### config.mk
export PLATFORM = sky130hd
export DESIGN_NAME = keypad_scan_decoder
export DESIGN_NICKNAME = d
export VERILOG_FILES = /design/src/rtl/keypad_pkg.sv /design/src/rtl/keypad_sync2.sv /design/src/rtl/keypad_scan_decoder.sv
export SDC_FILE = /design/constraint.sdc
export NUM_CORES = 1
export LEC_CHECK = 0
export CORE_ASPECT_RATIO = 1.1
export CORE_UTILIZATION = 47
export CTS_BUF_LIST = sky130_fd_sc_hd__clkbuf_4 sky130_fd_sc_hd__clkbuf_8 sky130_fd_sc_hd__clkbuf_16
export DETAILED_ROUTE_END_ITERATION = 12
export GPL_ROUTABILITY_DRIVEN = 0
export HOLD_SLACK_MARGIN = 0.08
export PLACE_DENSITY_LB_ADDON = 0.1
export SLEW_MARGIN = 20
export SYNTH_ARGS = -nofsm -noshare
export SYNTH_HDL_FRONTEND = slang
export SYNTH_SLANG_ARGS = --single-unit
### constraint.sdc
create_clock -name clk -period 1.9 [get_ports clk]
set_input_delay 0.38 -clock clk [delete_from_list [all_inputs] [get_ports clk]]
set_output_delay 0.38 -clock clk [all_outputs]
set_load 0.005 [all_outputs]
### src/rtl/keypad_pkg.sv
// rtl/keypad_pkg.sv - shared state type, constants and column priority encode for the keypad scanner
package keypad_pkg;

  typedef enum logic [1:0] {SCAN, DEBOUNCE, HOLD, RELEASE} keypad_state_e;

  localparam logic [3:0] ROW_INIT   = 4'b1000;
  localparam int         KEY_CODE_W = 4;

  // col[3] is column index 0; scanning low bit to high lets the highest set bit win
  function automatic logic [1:0] col_to_idx(input logic [3:0] c);
    logic [1:0] idx;
    idx = 2'd3;
    for (int i = 0; i < 4; i++) begin
      if (c[i]) idx = 2'(3 - i);
    end
    return idx;
  endfunction

endpackage

### src/rtl/keypad_sync2.sv
// rtl/keypad_sync2.sv - two-flop synchronizer for the asynchronous column return lines
module keypad_sync2 #(
  parameter int W = 4
) (
  input  logic         clk,
  input  logic         rst,
  input  logic [W-1:0] d,
  output logic [W-1:0] q
);

  logic [W-1:0] meta;

  always_ff @(posedge clk) begin
    if (rst) begin
      meta <= '0;
      q    <= '0;
    end else begin
      meta <= d;
      q    <= meta;
    end
  end

endmodule

### src/rtl/keypad_scan_decoder.sv
// rtl/keypad_scan_decoder.sv - 4x4 keypad row sweep, debounce and key encode
// Optional auto-repeat while a key is held: define KEYPAD_AUTOREPEAT_EN.
module keypad_scan_decoder
  import keypad_pkg::*;
#(
  parameter int SCAN_DIV        = 4,
  parameter int DEBOUNCE_CYCLES = 4,
  parameter int REPEAT_CYCLES   = 64
) (
  input  logic                  clk,
  input  logic                  rst,
  input  logic [3:0]            col,
  output logic [3:0]            row,
  output logic [KEY_CODE_W-1:0] key_code,
  output logic                  key_valid,
  output logic                  key_held
);

  localparam int DIV_W = $clog2(SCAN_DIV);
  localparam int DEB_W = $clog2(DEBOUNCE_CYCLES + 1);
  localparam logic [DIV_W-1:0] DWELL_LAST = DIV_W'(SCAN_DIV - 1);
  localparam logic [DEB_W-1:0] DEB_MAX    = DEB_W'(DEBOUNCE_CYCLES);

  if (SCAN_DIV < 3 || DEBOUNCE_CYCLES < 1 || REPEAT_CYCLES < 2) begin : g_param_check
    $error("keypad_scan_decoder: parameter out of range");
  end

  logic [3:0]            col_s;
  keypad_state_e         state_q, state_d;
  logic [1:0]            row_idx_q, row_idx_d;
  logic [DIV_W-1:0]      dwell_q, dwell_d;
  logic [DEB_W-1:0]      deb_q, deb_d, deb_inc;
  logic [3:0]            cand_q, cand_d;
  logic [KEY_CODE_W-1:0] code_q, code_d;
  logic                  valid_q, valid_d;

`ifdef KEYPAD_AUTOREPEAT_EN
  localparam int REP_W = $clog2(REPEAT_CYCLES);
  localparam logic [REP_W-1:0] REP_LAST = REP_W'(REPEAT_CYCLES - 1);
  logic [REP_W-1:0] rep_q, rep_d;
`endif

  keypad_sync2 #(.W(4)) u_sync (
    .clk (clk),
    .rst (rst),
    .d   (col),
    .q   (col_s)
  );

  always_ff @(posedge clk) begin
    if (rst) begin
      state_q   <= SCAN;
      row_idx_q <= 2'd0;
      dwell_q   <= '0;
      deb_q     <= '0;
      cand_q    <= 4'd0;
      code_q    <= '0;
      valid_q   <= 1'b0;
`ifdef KEYPAD_AUTOREPEAT_EN
      rep_q     <= '0;
`endif
    end else begin
      state_q   <= state_d;
      row_idx_q <= row_idx_d;
      dwell_q   <= dwell_d;
      deb_q     <= deb_d;
      cand_q    <= cand_d;
      code_q    <= code_d;
      valid_q   <= valid_d;
`ifdef KEYPAD_AUTOREPEAT_EN
      rep_q     <= rep_d;
`endif
    end
  end

  always_comb begin
    state_d   = state_q;
    row_idx_d = row_idx_q;
    dwell_d   = dwell_q;
    deb_d     = deb_q;
    cand_d    = cand_q;
    code_d    = code_q;
    valid_d   = 1'b0;
    deb_inc   = (deb_q == DEB_MAX) ? deb_q : deb_q + 1'b1;
`ifdef KEYPAD_AUTOREPEAT_EN
    rep_d     = '0;
`endif
    unique case (state_q)
      SCAN: begin
        if (dwell_q == DWELL_LAST) begin
          dwell_d = '0;
          if (col_s != 4'b0) begin
            cand_d  = col_s;
            deb_d   = '0;
            state_d = DEBOUNCE;
          end else begin
            row_idx_d = row_idx_q + 2'd1;
          end
        end else begin
          dwell_d = dwell_q + 1'b1;
        end
      end
      DEBOUNCE: begin
        // The whole column vector must stay put, not just the winning bit
        if (col_s == cand_q) begin
          deb_d = deb_inc;
          if (deb_inc == DEB_MAX) begin
            valid_d = 1'b1;
            code_d  = {row_idx_q, col_to_idx(cand_q)};
            state_d = HOLD;
          end
        end else begin
          state_d   = SCAN;
          row_idx_d = row_idx_q + 2'd1;
          dwell_d   = '0;
        end
      end
      HOLD: begin
        if (col_s == 4'b0) begin
          deb_d   = '0;
          state_d = RELEASE;
        end
`ifdef KEYPAD_AUTOREPEAT_EN
        else if (rep_q == REP_LAST) begin
          valid_d = 1'b1;
          rep_d   = '0;
        end else begin
          rep_d = rep_q + 1'b1;
        end
`endif
      end
      RELEASE: begin
        if (col_s == 4'b0) begin
          deb_d = deb_inc;
          if (deb_inc == DEB_MAX) begin
            state_d   = SCAN;
            row_idx_d = row_idx_q + 2'd1;
            dwell_d   = '0;
          end
        end else begin
          state_d = HOLD;
        end
      end
    endcase
  end

  always_comb begin
    row       = ROW_INIT >> row_idx_q;
    key_held  = (state_q == HOLD) || (state_q == RELEASE);
    key_code  = code_q;
    key_valid = valid_q;
  end

endmodule
; ---- Yosys cells after proc, flatten, opt, wreduce, memory -nomap -nowiden
; Index checks and enable logic that the tools add are counted.
[word_totals]
regBits = 26
inputBits = 6
elab_cells = 73
[classes]
n_addsub = 3
n_eq_ne = 17
shift = 1
n_mux = 29
bitwise_logic = 2
n_reduce_logical = 12
[op_table]
columns = op, n
row1 = two-way mux 2 bit, 17
row2 = two-way mux 3 bit, 6
row3 = "!= test 2 bit, second input constant", 8
row4 = case mux 2 bit (3 select lines), 2
row5 = case mux 3 bit (4 select lines), 1
row6 = AND reduction 5 bit, 2
row7 = case mux 2 bit (4 select lines), 1
row8 = "== test 2 bit, second input constant", 3
row9 = "== test 3 bit, second input constant", 2
row10 = "!= test 3 bit, second input constant", 2
row11 = AND reduction 3 bit, 2
row12 = AND reduction 6 bit, 1
row13 = "adder 2 x 1 -> 2 bit, second input constant", 2
row14 = == test 4 bit, 1
row15 = zero test 4 bit, 1
row16 = AND reduction 4 bit, 1
row17 = nonzero test 4 bit, 1
row18 = "right shift 4 x 2 -> 4 bit, first input constant", 1
row19 = "adder 3 x 1 -> 3 bit, second input constant", 1
row20 = nonzero test 3 bit, 1
row21 = OR reduction 3 bit, 1
row22 = "== test 2 x 1 -> 1 bit, second input constant", 1
row23 = zero test 2 bit, 1
row24 = two-way mux 1 bit, 2
row25 = other kinds (2), 3

; ---- Logic depth before layout (Yosys ltp)
; Gate-level depths: netlist of run 1.
[depth]
ltp_word = 6
depth_mapped = 7
ltp_nobuf = 7

; ---- Hierarchy
; A second synthesis of run 1 with hierarchy kept.
[unflattened]
cells_unflattened = 126
hier_area_um2 = 1204.9
[by_module_without_submodules]
columns = module, instances, cells_per_inst, area_each_um2
row1 = keypad_scan_decoder, 1, 110, 994.7
row2 = keypad_sync2, 1, 16, 210.2

; ---- Worst setup path before layout of run 1
; Ideal clock, no wire load.
[synth_path]
path_type = flip-flop to flip-flop
from = reg deb_q[0]
to = reg code_q[0], in the netlist key_code[0]
setup_ns = 0.128
t_arrival_ns = 1.802
required_ns = 1.772
slack_ns = -0.030
path_stages_with_launch = 8
n_path_buf = 0
synth_period_minus_slack_ns = 1.930
path_cell_list = dfxtp_1 > inv_1 > ha_1 > nand2b_1 > a31oi_1 > nor3b_2 > mux2i_1 > nor2_1
[synth_between]
elab_chain_len = 4
elab_cells_between_ends = 5
[synth_rtl]
columns = element, line_no
row1 = start: declaration, keypad_scan_decoder.sv:32  ; logic [DEB_W-1:0] deb_q, deb_d, deb_inc;
row2 = start signal: assignment, keypad_scan_decoder.sv:55  ; deb_q <= '0;
row3 = start signal: assignment, keypad_scan_decoder.sv:66  ; deb_q <= deb_d;
row4 = adder 3 x 1 -> 3 bit or == test 3 bit (tied branches), keypad_scan_decoder.sv:84  ; deb_inc = (deb_q == DEB_MAX) ? deb_q : deb_q + 1'b1;
row5 = two-way mux 3 bit (*), keypad_scan_decoder.sv:84
row6 = == test 3 bit (*), keypad_scan_decoder.sv:107  ; if (deb_inc == DEB_MAX) begin
row7 = AND reduction 3 bit (no source line) (*), -
row8 = end signal: assignment, keypad_scan_decoder.sv:68  ; code_q <= code_d;
row9 = end: declaration, keypad_scan_decoder.sv:34  ; logic [KEY_CODE_W-1:0] code_q, code_d;
; Mark *: on every way between the ends. The rest lies on a longest branch, timed or not.
; A chain may end at the register's enable or synchronous reset.

; ---- Final worst setup path of run 1
[layout_path]
from = reg u_sync.q[3]
to = reg row_idx_q[1]
[layout_between]
elab_chain_len = 3
elab_cells_between_ends = 7
[layout_rtl]
columns = element, line_no
row1 = start: declaration, keypad_sync2.sv:8  ; output logic [W-1:0] q
row2 = start signal: assignment, keypad_sync2.sv:19  ; q <= meta;
row3 = == test 4 bit (tied with other cells), keypad_scan_decoder.sv:105  ; if (col_s == cand_q) begin
row4 = != test 2 bit (no source line), -
row5 = AND reduction 6 bit (no source line) (*), -
row6 = end signal: assignment, keypad_scan_decoder.sv:64  ; row_idx_q <= row_idx_d;
row7 = end: declaration, keypad_scan_decoder.sv:30  ; logic [1:0] row_idx_q, row_idx_d;
; Marked as above.

==> results.md, run 1 <==
* Outcome: finished, violations left
* Violated checks: negative setup slack
* Core footprint at 2320 µm²
* Overall power consumption at 1.03 mW
* Start of the worst register-to-register path: u_sync.q[3]
* Net total in the final layout at 162
* R2R depth at 5
* H-Tree Depth at 1
* I/O Pins at 16
* Share of synthesized cell area in full adder, half adder and majority cells at 0.0742
* Power dissipated by switching net loads at 0.276 mW
* Post-route cell area at 1480 µm²
* Worst-case headroom to the max-slew limit at 0.691
* Die outline height at 54.6 µm
* Static Leak at 0.529 nW
* Worst vdd ir at 446 µV
* First-pass GRT wire length at 3420 µm
* Measured slew at the worst slew-check pin at 459 ps
* Reg-to-Reg End: row_idx_q[1]
* Via density at 5.07
* Commonest register cell after synthesis: sky130_fd_sc_hd__dfxtp_1
* # diodes at 0
* Share of cell area taken by muxes after synthesis at 0.0859
* P&R area growth vs syn at 25.0%
* Vias in the first global route at 820
* Portion of synthesized cell area occupied by the leading cell type at 0.441
* Worst Hold Depth at 1
* Post-synthesis instance area at 1180 µm²
* Share of the yosys chip area belonging to registers at 0.441
* Fraction of synthesis flops using an asynchronous set or reset pin at 0
* Minimum period implied by the final worst setup slack at 1920 ps
* Inserted Clock Buffers at 3
* Final hold violation count at 0
* Unrepaired setup endpoints after global routing: true
* Final period util at 1.01
* Final count of pins violating max slew at 0
* Utilization after layout at 0.636
* Main combinational cell family by area after synthesis: simple AND/OR/NAND/NOR gates
* Critical Path Start Type: flip-flop
* Die outline width at 49.8 µm
* Clock latency of the later-clocked register in the worst-skew pair at 320 ps
* Sum of net half-perimeters after detailed placement at 1510 µm
* CTS Hold Buffers Added at 0
* Maximum number of pins on one net before global-route repair at 17
* Die Footprint at 2710 µm²
* Number of antenna violations at the first check in global routing at 0
* Kind of capture point of the worst setup path: flip-flop
* Simple-gate area share of the yosys netlist at 0.241
* Post-synthesis net count at 138
* Power density of the placed cells at 700 nW/µm²
* Placed cell area at 1390 µm²
* Detailed-route DRC error count at 0
* Arrival time reported for the critical path endpoint at 2160 ps
* Endpoint of the worst hold-timing path: u_sync.q[3]
* Required time of the critical path at 2150 ps
* Worst Min Path Start: u_sync.meta[3]
* R2R Setup Slk at -20 ps
* Remaining global-route overflow at 0
* Total via count in the routed design at 897
* Clock tree from TritonCTS: built
* Post-Place Worst Slack at -39.1 ps
* Complex-gate fraction of the synthesized area at 0.0933
* CP Class: flip-flop to flip-flop
* Part of the total power dissipated in the clock network at 0.218
* Number of flops mapped to enable cells by yosys at 0
* CTS clk-pin slew, worst paths at 130 ps
* Avg Synthesized Cell Area at 9.44 µm²
* Synth Instances at 125
* Largest area contributor in the synthesized netlist: sky130_fd_sc_hd__dfxtp_1
* HP Class: flip-flop to flip-flop
* Clock Path Buffers at 2
* Top cells by area in the synthesized netlist: sky130_fd_sc_hd__dfxtp_1 44%, sky130_fd_sc_hd__mux2i_1 7.6%, sky130_fd_sc_hd__ha_1 7.4%, sky130_fd_sc_hd__nor2_1 5.4%, sky130_fd_sc_hd__nor2b_1 4.2%
* Peak fanout along the critical path at 6
* Switching fraction of total power at 0.267
* Post-detailed-route wirelength per cell at 11.7 µm
* Worst hold margin at 446 ps
* Initial cell density of the core at 0.509
* Number of maximum-capacitance constraint violations at 0
* Share of cells above drive strength 1 at 0.184
* Yosys warning total at 0
* Internal power contribution at 0.756 mW
* Number of flip-flops and latches in the synthesized netlist at 26
* Number of DRC violations after detailed-routing iteration 0 at 15
* Register cell area after layout at 532 µm²
* Number of endpoints failing setup at the final stage at 1
* Sequential share of power at 0.589
* Timing-limited maximum frequency at 522 MHz
* Synth unique cells at 33
* Multi-input gate area in the final layout at 643 µm²
* Final setup margin at -15.0 ps
* IO buf count at 15
* Antenna violation net count after detailed routing at 0
* Iteration count of the initial detailed-routing pass at 3
* Portion of total power attributed to combinational logic at 0.193
* Max Clock Skew at 8.98 ps
* Overall Global Routing Usage at 0.172
* Filler Cells Inserted at 200
* Number of clock sinks at 26
* Number of placement rows at 18
* Total wire length after detailed routing at 2070 µm
* Synth Area in XOR/XNOR at 0.0297
* CTS root buffer: sky130_fd_sc_hd__clkbuf_4
placed cells by master (no fill, tap or decap), types with 3 or more instances in the layout:
master	synthesis	routed
sky130_fd_sc_hd__dfxtp_1	26	21
sky130_fd_sc_hd__nor2_1	17	17
sky130_fd_sc_hd__clkdlybuf4s50_1	0	15
sky130_fd_sc_hd__mux2i_1	9	9
sky130_fd_sc_hd__buf_4	0	9
sky130_fd_sc_hd__nor2b_1	8	8
sky130_fd_sc_hd__a21oi_1	8	7
sky130_fd_sc_hd__ha_1	7	7
sky130_fd_sc_hd__inv_1	6	6
sky130_fd_sc_hd__xnor2_1	4	4
sky130_fd_sc_hd__nand2_1	4	4
sky130_fd_sc_hd__nand4_1	3	3
sky130_fd_sc_hd__nand3b_1	3	3
sky130_fd_sc_hd__clkbuf_4	0	3
sky130_fd_sc_hd__dfxtp_2	0	3
power by group through the flow:
stage               Clock, mW  Sequential, mW  Combinational [mW]
global route            0.251           0.615               0.221
finish                  0.225           0.608               0.199
floorplan                   0           0.606               0.122
global placement            0           0.618               0.170
detailed placement          0           0.619               0.177
CTS                     0.235           0.607               0.177
critical path: stages (launching register included):
cell                      delay, ps
sky130_fd_sc_hd__dfxtp_4        380
sky130_fd_sc_hd__or4_4          570
sky130_fd_sc_hd__o21ai_2        150
sky130_fd_sc_hd__nand2_2        110
sky130_fd_sc_hd__or4b_1         520
sky130_fd_sc_hd__a21oi_1        140
repair_timing:
action / 4_1_cts / 5_1_grt
setup endpoints to repair: 6 / 11
buffers inserted: 1 / 3
gates resized for setup: 1 / 10
pin swaps: 0 / 1
state kept, by name (all words and copies together) (netlist names):
register,cells
u_sync.q,4
state_q,2
key_code,4
deb_q,3
u_sync.meta,4
cand_q,4
key_valid,1
dwell_q,2
row_idx_q,2
Yosys cell counts (all sizes together) (2+ instances only):
cell / count
clkbuf: 5
inv: 6
nor2b: 8
mux2i: 9
nand3b: 3
dfxtp: 26
nor2: 17
or4: 2
nor3b: 3
nand4: 3
ha: 7
nand2b: 2
a211oi: 2
o31ai: 2
o21ai: 3
xnor2: 4
nand2: 5
a21oi: 8
per-layer routing:
metal / GRT usage / share of wire / vias to the layer above
li1: - / - / 476
met3: 0.0361 / 0.027 / 4
met4: 0.100 / 0.015 / 0
met5: 0 / 0 / -
met2: 0.304 / 0.48 / 17
met1: 0.195 / 0.48 / 400
per-stage QoR:
stage	TNS, ps	cells
floorplan	0	125
global placement	0	170
detailed placement	-130	170
CTS	0	174
global route	-147	177
finish	-15.0	177
final cells by class:
cell class | instances | share of cell area
multi-input combinational | 88 | 0.436
tap | 30 | 0.0254
timing repair buffer | 24 | 0.148
sequential | 26 | 0.360
clock buffer | 3 | 0.0153
inverter | 6 | 0.0153
cell families (layout without fill, tap and decap cells):
kind of cell | count (synthesis) | count (layout)
AND/OR/NAND/NOR | 49 | 49
flip-flops | 26 | 26
AO/OA/AOI/OAI | 18 | 18
buffers and inverters | 11 | 33
multiplexers | 10 | 10
adder cells (fa/ha/maj) | 7 | 7
XOR/XNOR | 4 | 4
worst max-delay path by stage:
stage / end / start / cells after the start
CTS: row_idx_q[1] / deb_q[0] / 7
global placement: key_code[0] / deb_q[0] / 7
detailed placement: key_code[2] / deb_q[0] / 7
global route: row_idx_q[1] / u_sync.q[3] / 5
finish: row_idx_q[1] / u_sync.q[3] / 5
floorplan: key_code[0] / deb_q[0] / 7
Note: power is estimated with default switching activity, not from simulation.
==> run 2: changes to the inputs <==
--- a/config.mk
+++ b/config.mk
@@ -5,8 +5,9 @@
 export SDC_FILE = /design/constraint.sdc
 export NUM_CORES = 1
 export LEC_CHECK = 0
+export CAP_MARGIN = 0
 export CORE_ASPECT_RATIO = 1.1
-export CORE_UTILIZATION = 47
+export CORE_UTILIZATION = 33
 export CTS_BUF_LIST = sky130_fd_sc_hd__clkbuf_4 sky130_fd_sc_hd__clkbuf_8 sky130_fd_sc_hd__clkbuf_16
 export DETAILED_ROUTE_END_ITERATION = 12
 export GPL_ROUTABILITY_DRIVEN = 0
==> constraint.sdc (replaced) <==
create_clock -name clk -period 1.9 [get_ports clk]
set_input_delay 0.475 -clock clk [delete_from_list [all_inputs] [get_ports clk]]
set_output_delay 0.475 -clock clk [all_outputs]
set_load 0.005 [all_outputs]
==> results.md, run 2 (synthesis gave the netlist of run 1 again) <==
* Kind of capture point of the worst setup path: flip-flop
* Worst vdd ir at 258 µV
* H-Tree Depth at 1
* Most utilized layer in the global route result: met2
* Inserted Clock Buffers at 3
* Number of endpoints failing setup at the final stage at 0
* Part of the total power dissipated in the clock network at 0.318
* Portion of total power attributed to combinational logic at 0.170
* HP Class: flip-flop to flip-flop
* Detailed-route DRC error count at 0
* Grt met3 use at 0.0240
* Number of DRC violations after detailed-routing iteration 0 at 27
* Sum of net half-perimeters after detailed placement at 1570 µm
* CTS Hold Buffers Added at 0
* Clock latency of the later-clocked register in the worst-skew pair at 320 ps
* Post-Place Worst Slack at -28.6 ps
* Net total in the final layout at 166
* Critical Path Start Type: flip-flop
* Core footprint at 3390 µm²
* CTS clk-pin slew, worst paths at 150 ps
* Timing-limited maximum frequency at 538 MHz
* Arrival time reported for the critical path endpoint at 2130 ps
* I/O Pins at 16
* Sequential share of power at 0.512
* Vias in the first global route at 918
* Power density of the placed cells at 749 nW/µm²
* Number of maximum-capacitance constraint violations at 0
* Outcome: finished, final reports clean
* Static Leak at 0.604 nW
* Most common cell after layout, fill and taps aside: sky130_fd_sc_hd__dfxtp_1
* Most frequent cells in the layout: 19 x sky130_fd_sc_hd__dfxtp_1, 17 x sky130_fd_sc_hd__nor2_1, 12 x sky130_fd_sc_hd__clkdlybuf4s50_1, 12 x sky130_fd_sc_hd__buf_4, 9 x sky130_fd_sc_hd__mux2i_1
* Minimum period implied by the final worst setup slack at 1860 ps
* R2R depth at 5
* Measured slew at the worst slew-check pin at 459 ps
* Initial cell density of the core at 0.348
* Number of antenna violations at the first check in global routing at 0
* Required time of the critical path at 2170 ps
* Remaining global-route overflow at 0
* Overall power consumption at 1.19 mW
* Internal power contribution at 0.893 mW
* Die Footprint at 3820 µm²
* Final period util at 0.979
* GRT met2 Usage at 0.229
* First-pass GRT wire length at 3900 µm
* Switching fraction of total power at 0.247
* Iteration count of the initial detailed-routing pass at 3
* Total via count in the routed design at 937
* Final count of pins violating max slew at 0
* P&R area growth vs syn at 34.4%
* Max Clock Skew at 8.83 ps
* Die outline width at 59.0 µm
* Final setup margin at 40.6 ps
* Final hold violation count at 0
* Worst Hold Depth at 1
* CP Class: flip-flop to flip-flop
* Worst-case headroom to the max-slew limit at 0.692
* Met1 capacity usage during global routing at 0.158
* Power dissipated by switching net loads at 0.294 mW
* Clock tree from TritonCTS: built
* Overall Global Routing Usage at 0.133
* Unrepaired setup endpoints after global routing: true
* Antenna violation net count after detailed routing at 0
* Maximum number of pins on one net before global-route repair at 27
* Peak fanout along the critical path at 4
* # diodes at 0
* IO buf count at 15
* Share of cells above drive strength 1 at 0.237
* Number of clock sinks at 26
* CTS root buffer: sky130_fd_sc_hd__clkbuf_4
* Clock Path Buffers at 2
* Post-detailed-route wirelength per cell at 11.4 µm
* Total wire length after detailed routing at 2270 µm
* Number of placement rows at 22
* Via density at 4.69
* Die outline height at 64.7 µm
## run 2: cell count changes in the layout (fill, tap and decap cells not counted), sizes merged
cell,change
dlymetal6s2s,+3
buf,+4
clkdlybuf4s50,-3
bufinv,+1
## run 2: layout make-up
cell class	instances	area, µm²
inverters	6	22.5
well taps	48	60.1
repair buffers	28	259
flip-flops and latches	26	542
multi-input cells	88	649
fillers	347	1800
clock inverters	1	30.0
clock buffers	3	22.5
## run 2: power groups by stage
stage	Clock, mW	Combinational (mW)	Sequential [mW]
2_1_floorplan	0	0.122	0.606
3_3_place_gp	0	0.182	0.619
3_5_place_dp	0	0.186	0.620
4_1_cts	0.394	0.194	0.610
5_1_grt	0.417	0.231	0.614
6_report	0.378	0.202	0.608
## run 2: metal layers
layer  routed length, µm  up-vias
met4                  36        0
met3                  55        4
met2                1100       19
met1                1080      431
met5                   0        -
li1                    -      483
## run 2: path summary, 6_finish.rpt
path                        from           end  slack, ps
setup / recovery     u_sync.q[2]  row_idx_q[1]         40
hold reg to reg   u_sync.meta[2]   u_sync.q[2]        450
hold / removal    u_sync.meta[2]   u_sync.q[2]        450
setup reg to reg     u_sync.q[2]  row_idx_q[1]         40
## run 2: repair_timing
action                     in CTS  in global routing
gates resized for setup         5                 17
setup endpoints to repair      10                 12
pin swaps                       0                  4
buffers inserted                3                  3
## run 2: critical path: stages (launching register included)
cell	delay (ps)
sky130_fd_sc_hd__dfxtp_4	370
sky130_fd_sc_hd__or4_4	550
sky130_fd_sc_hd__o21ai_2	160
sky130_fd_sc_hd__nand2_2	90
sky130_fd_sc_hd__or4b_4	520
sky130_fd_sc_hd__a21oi_2	110
## run 2: metrics by stage
step / setup TNS [ps] / area (µm²) / cells / hold slack, ps / utilization
floorplan: 0 / 1190 / 125 / 414 / -
global placement: 0 / 1430 / 190 / 420 / 0.422
detailed placement: -97.6 / 1430 / 190 / 422 / 0.422
CTS: 0 / 1510 / 197 / 456 / 0.447
global route: -131 / 1590 / 200 / 460 / 0.468
finish: 0 / 1590 / 200 / 447 / 0.468
